## src/rtl/id_regfile_scoreboard.sv

```systemverilog
// ID-stage register file with NRD combinational read ports, one write-back port,
// same-cycle write bypass, per-register busy scoreboard and a port 0/1 equality compare.
module id_regfile_scoreboard #(
   parameter int DW        = 32,
   parameter int NREG      = 32,
   parameter int NRD       = 2,
   parameter int ZERO_REG  = 1,
   parameter int BYPASS    = 1,
   parameter int INIT_MODE = 0,
   localparam int AW       = $clog2(NREG),
   localparam int CW       = AW + 1
) (
   input  logic              clk,
   input  logic              rst_n,
   input  logic [NRD*AW-1:0] rd_addr,
   output logic [NRD*DW-1:0] rd_data,
   output logic [NRD-1:0]    rd_busy,
   output logic              hazard,
   output logic              equal,
   input  logic              wr_en,
   input  logic [AW-1:0]     wr_addr,
   input  logic [DW-1:0]     wr_data,
   input  logic              iss_en,
   input  logic [AW-1:0]     iss_addr,
   output logic [CW-1:0]     busy_cnt
);

   logic [DW-1:0]   regs_q [NREG];
   logic [NREG-1:0] busy_q;
   logic [NREG-1:0] busy_d;
   logic [CW-1:0]   busy_cnt_q;
   logic [CW-1:0]   busy_cnt_d;
   logic            wr_ok;

   assign wr_ok = wr_en && !((ZERO_REG != 0) && (wr_addr == '0));

   // A producer issuing in the same cycle as an older write-back to the same
   // register keeps the bit set: the new producer's result is still pending.
   always_comb begin
      busy_d     = busy_q;
      busy_cnt_d = '0;
      for (int r = 0; r < NREG; r++) begin
         busy_d[r] = (iss_en && (iss_addr == AW'(r))) ||
                     (busy_q[r] && !(wr_en && (wr_addr == AW'(r))));
      end
      if (ZERO_REG != 0) busy_d[0] = 1'b0;
      for (int r = 0; r < NREG; r++) begin
         busy_cnt_d = busy_cnt_d + CW'(busy_d[r]);
      end
   end

   always_ff @(posedge clk or negedge rst_n) begin
      if (!rst_n) begin
         for (int i = 0; i < NREG; i++) begin
            regs_q[i] <= (INIT_MODE == 1) ? DW'(i) : '0;
         end
         busy_q     <= '0;
         busy_cnt_q <= '0;
      end else begin
         if (wr_ok) regs_q[wr_addr] <= wr_data;
         busy_q     <= busy_d;
         busy_cnt_q <= busy_cnt_d;
      end
   end

   for (genvar k = 0; k < NRD; k++) begin : g_rd
      logic [AW-1:0] addr;
      logic          byp;
      logic          zero;
      assign addr = rd_addr[k*AW +: AW];
      assign byp  = (BYPASS != 0) && wr_en && (wr_addr == addr);
      assign zero = (ZERO_REG != 0) && (addr == '0);
      assign rd_data[k*DW +: DW] = zero ? '0 : (byp ? wr_data : regs_q[addr]);
      assign rd_busy[k]          = busy_q[addr] && !byp;
   end

   assign hazard   = |rd_busy;
   assign equal    = (rd_data[0 +: DW] == rd_data[DW +: DW]);
   assign busy_cnt = busy_cnt_q;

endmodule

```

## config.mk

```make
export PLATFORM = sky130hd
export DESIGN_NAME = id_regfile_scoreboard
export DESIGN_NICKNAME = d
export VERILOG_FILES = /design/src/rtl/id_regfile_scoreboard.sv
export SDC_FILE = /design/constraint.sdc
export NUM_CORES = 2
export LEC_CHECK = 0
export CAP_MARGIN = 30
export CORE_MARGIN = 2
export CORE_UTILIZATION = 35
export DETAILED_ROUTE_END_ITERATION = 8
export HOLD_SLACK_MARGIN = 0.03
export PLACE_DENSITY = 0.57
export SETUP_SLACK_MARGIN = 0.05
export SLEW_MARGIN = 15
export SYNTH_ARGS = -nofsm -noshare
export SYNTH_HDL_FRONTEND = slang
export SYNTH_SLANG_ARGS = --single-unit
export TNS_END_PERCENT = 5
```

## constraint.sdc

```tcl
create_clock -name clk -period 6.2 [get_ports clk]
set_input_delay 1.24 -clock clk [delete_from_list [all_inputs] [get_ports clk]]
set_output_delay 1.24 -clock clk [all_outputs]
set_load 0.005 [all_outputs]
```

==> metrics.md <==
| Metric | Value |
|---|---|
| I/O Buffers | `about 130` |
| Slowest CP cell | `or4_4` |
| FF-to-FF setup slack | `1.12 ns` |
| Pwr dens | `354 nW/um2` |
| CTS tree | `yes` |
| Die Wd | `412 um` |
| Post-route minimum period | `6.06 ns` |
| Final period util | `0.977` |
| Number of I/O pins | `between 100 and 150` |
| Synth top area cells | `dfrtp_1, mux2_2, mux4_2` |
| Placed wire-length estimate | `152000 um` |
| CP endpoint kind | `output port` |
| Max frequency | `0.165 GHz` |
| Post-Syn Instances | `just over 4000` |
| CTS clk-pin slew, worst paths | `0.06 ns` |
| Area grow syn2layout | `22.2%` |
| Filler cell count | `15000` |
| CP max stage delay | `~0.56 ns` |
| Htree depth | `3` |
| Crit-path leading delay family | `simple AND/OR/NAND/NOR gates` |
| Initial Util | `0.353` |
| CP Buf/Inv Count | `6` |
| Core Region | `165000 um2` |
| Clk buf depth | `3` |
| Vias in the first global route | `42400` |
| Pre-Repair DR Iteration Count | `5` |
| Final setup violation count | `0` |
| Pleak | `30.9 nW` |
| TNS Setup | `0 ns` |
| Root buffer cell | `clkbuf_16` |
| Global-route wire length before repair | `324000 um` |
| Final Util | `0.431` |
| Final Max Slew Viols | `0` |
| Crit path arrival time | `4.82 ns` |
| Number of synthesized flops with an enable pin | `0` |
| CP Class | `in2out` |
| Post-Syn Nets | `4165` |
| Number of CTS-inserted buffers | `121` |
| Synth cell types | `74` |
| Wire length per cell | `33.3 um` |
| Die height | `412 um` |
| Final Power | `0.0252 W` |
| Max Fanout on Critical Path | `18` |
| HP Class | `reg2reg` |
| Status | `completed` |
| YS warnings | `0` |
| Grt ovf | `0` |
| Final setup skew | `0.00740 ns` |
| Crit path top cell by count | `buf_4` |
| Number of core rows | `~150` |
| Final Hold Vio Count | `0` |
| Initial antenna violation count | `9` |
| Remaining antenna violation count | `0` |
| Required time of the critical path | `4.96 ns` |
| Number of DRC markers in iteration 0 | `4585` |
| Share of cells above drive strength 1 | `0.523` |
| Slew headroom | `0.281` |
| Register area share after synthesis | `0.456` |
| Min Hold Slack | `0.393 ns` |
| Worst-Margin Slew | `1.08 ns` |
| DR vias/cell | `6.10` |
| Residual DRC | `0` |
| CTS sink cnt | `approximately 1100` |
| Cell Chain, Critical Path | `buf_12 -> buf_16 -> buf_4 -> nor2b_1 -> a32oi_1 -> a31oi_1 -> nor4_1 -> buf_4 -> o2bb2ai_1 -> xnor2_1 -> nand4_1 -> or4_4 -> nor4_4 -> buf_4 -> clkbuf_2` |
| Worst skew pair latency | `~0.76 ns` |
| Vias | `~42000` |
| Ys async rst share | `1.00` |
| MaxCap Viol Count | `0` |
| Cell taking the most area after synthesis | `dfrtp_1` |
| GPL Wtd Cong | `0.911` |
| Register area | `26600 um2` |
| Synthesized flop and latch total | `between 1000 and 1500` |
| Total die area | `169000 um2` |
| Syn Area/Cell | `14.3 um2` |
| Share of the synthesized area in the top cell type | `0.456` |
| Most used DFF post-synth | `dfrtp_1` |
| Footprint of the multi-input gates | `29800 um2` |
| Fin nets | `4636` |
| Max IR drop VDD | `0.00104 V` |
| RSZ-0062 raised after global routing | `yes` |
| Wire length after detailed routing | `roughly 230000 um` |
| Mapped Area | `58200 um2` |
| Crit path launch type | `input port` |
| Global-route usage over all layers | `0.267` |
| Largest net degree at the start of global routing | `about 150` |
==> registers in the layout, summed over array words and instances (netlist names) <==
| register | flops |
|---|---|
| regs_q | 1024 |
| busy_q | 31 |
| busy_cnt | 6 |
==> final cells by class <==
cell class	count	area share
diodes	4	0.000141
clock buffers	177	0.0507
clock inverters	48	0.0104
inverters	51	0.00269
multi-input cells	2532	0.419
flip-flops and latches	1061	0.373
well taps	2189	0.0385
repair buffers	783	0.105
==> cells in the mapped netlist (all sizes together), types with 7 or more instances <==
cell	instances
a211oi	18
a221o	11
and3	7
fa	23
a21oi	55
xor2	8
nand2b	13
clkbuf	275
nand4	14
o21ai	100
inv	51
a22oi	115
nor4	18
a22o	18
ha	7
mux2i	127
a31oi	11
buf	160
nor2	79
nand3	52
dfrtp	1061
nor3b	11
o22ai	56
mux4	485
xnor2	36
or2	11
nand2	133
a221oi	7
mux2	969
o211ai	13
a32oi	12
nor3	20
o2bb2ai	7
nor2b	27
==> final timing paths <==
check                          endpoint         start  depth (start not counted)
min in group asynchronous   regs_q[784]         rst_n                          1
max                               equal    rd_addr[0]                         15
min                        regs_q[1003]  regs_q[1003]                          0
min reg2reg                regs_q[1003]  regs_q[1003]                          0
max in group asynchronous   regs_q[755]         rst_n                          2
max reg2reg                 busy_cnt[4]    busy_q[24]                         19
==> layer usage <==
layer | up-vias | track usage | part of all wire
li1 | 16600 | - | -
met1 | 22700 | 0.366 | 0.42
met2 | 1948 | 0.412 | 0.45
met3 | 468 | 0.0553 | 0.079
met4 | 10 | 0.112 | 0.047
met5 | - | 0 | 0.00037
==> repair_timing <==
action	4_1_cts	5_1_grt
setup buffers	9	11
hold buffers	0	0
gates cloned	0	0
setup endpoints to repair	2	4
resized for setup	28	33
pin swaps	6	18
==> report_power, final <==
part           switching (W)  internal [W]
combinational        0.00348       0.00457
clock                0.00318       0.00462
sequential           0.00100       0.00832
total                0.00766        0.0175
==> stage by stage <==
stage | cells | worst slack (ns) | area (um2)
finish | 6845 | 0.143 | 71100
global route | 6842 | -0.0558 | 71100
CTS | 6830 | 0.0494 | 70900
detailed placement | 6596 | -0.783 | 66300
global placement | 6592 | -0.733 | 66200
floorplan | 4079 | -0.135 | 58300
==> cells by family after synthesis <==
kind of cell,share of synthesized area
AO/OA/AOI/OAI,0.0544
AND/OR/NAND/NOR,0.0348
buffers and inverters,0.0410
flip-flops,0.456
XOR/XNOR,0.00662
adder cells (fa/ha/maj),0.00942
multiplexers,0.397
==> cell usage in the layout, fill, tap and decap left out, types with 34 or more instances in the layout <==
cell and n:
a21oi_1 54, a22oi_1 111, buf_12 97, buf_4 551, clkbuf_16 121, clkbuf_8 37, clkdlybuf4s50_1 112, dfrtp_1 1061
inv_1 46, mux2_2 968, mux2i_1 127, mux4_2 481, nand2_1 116, nand3_1 50, nor2_1 52, o21ai_0 73
o22ai_1 56, xnor2_1 34
Note: power is estimated with default switching activity, not from simulation.
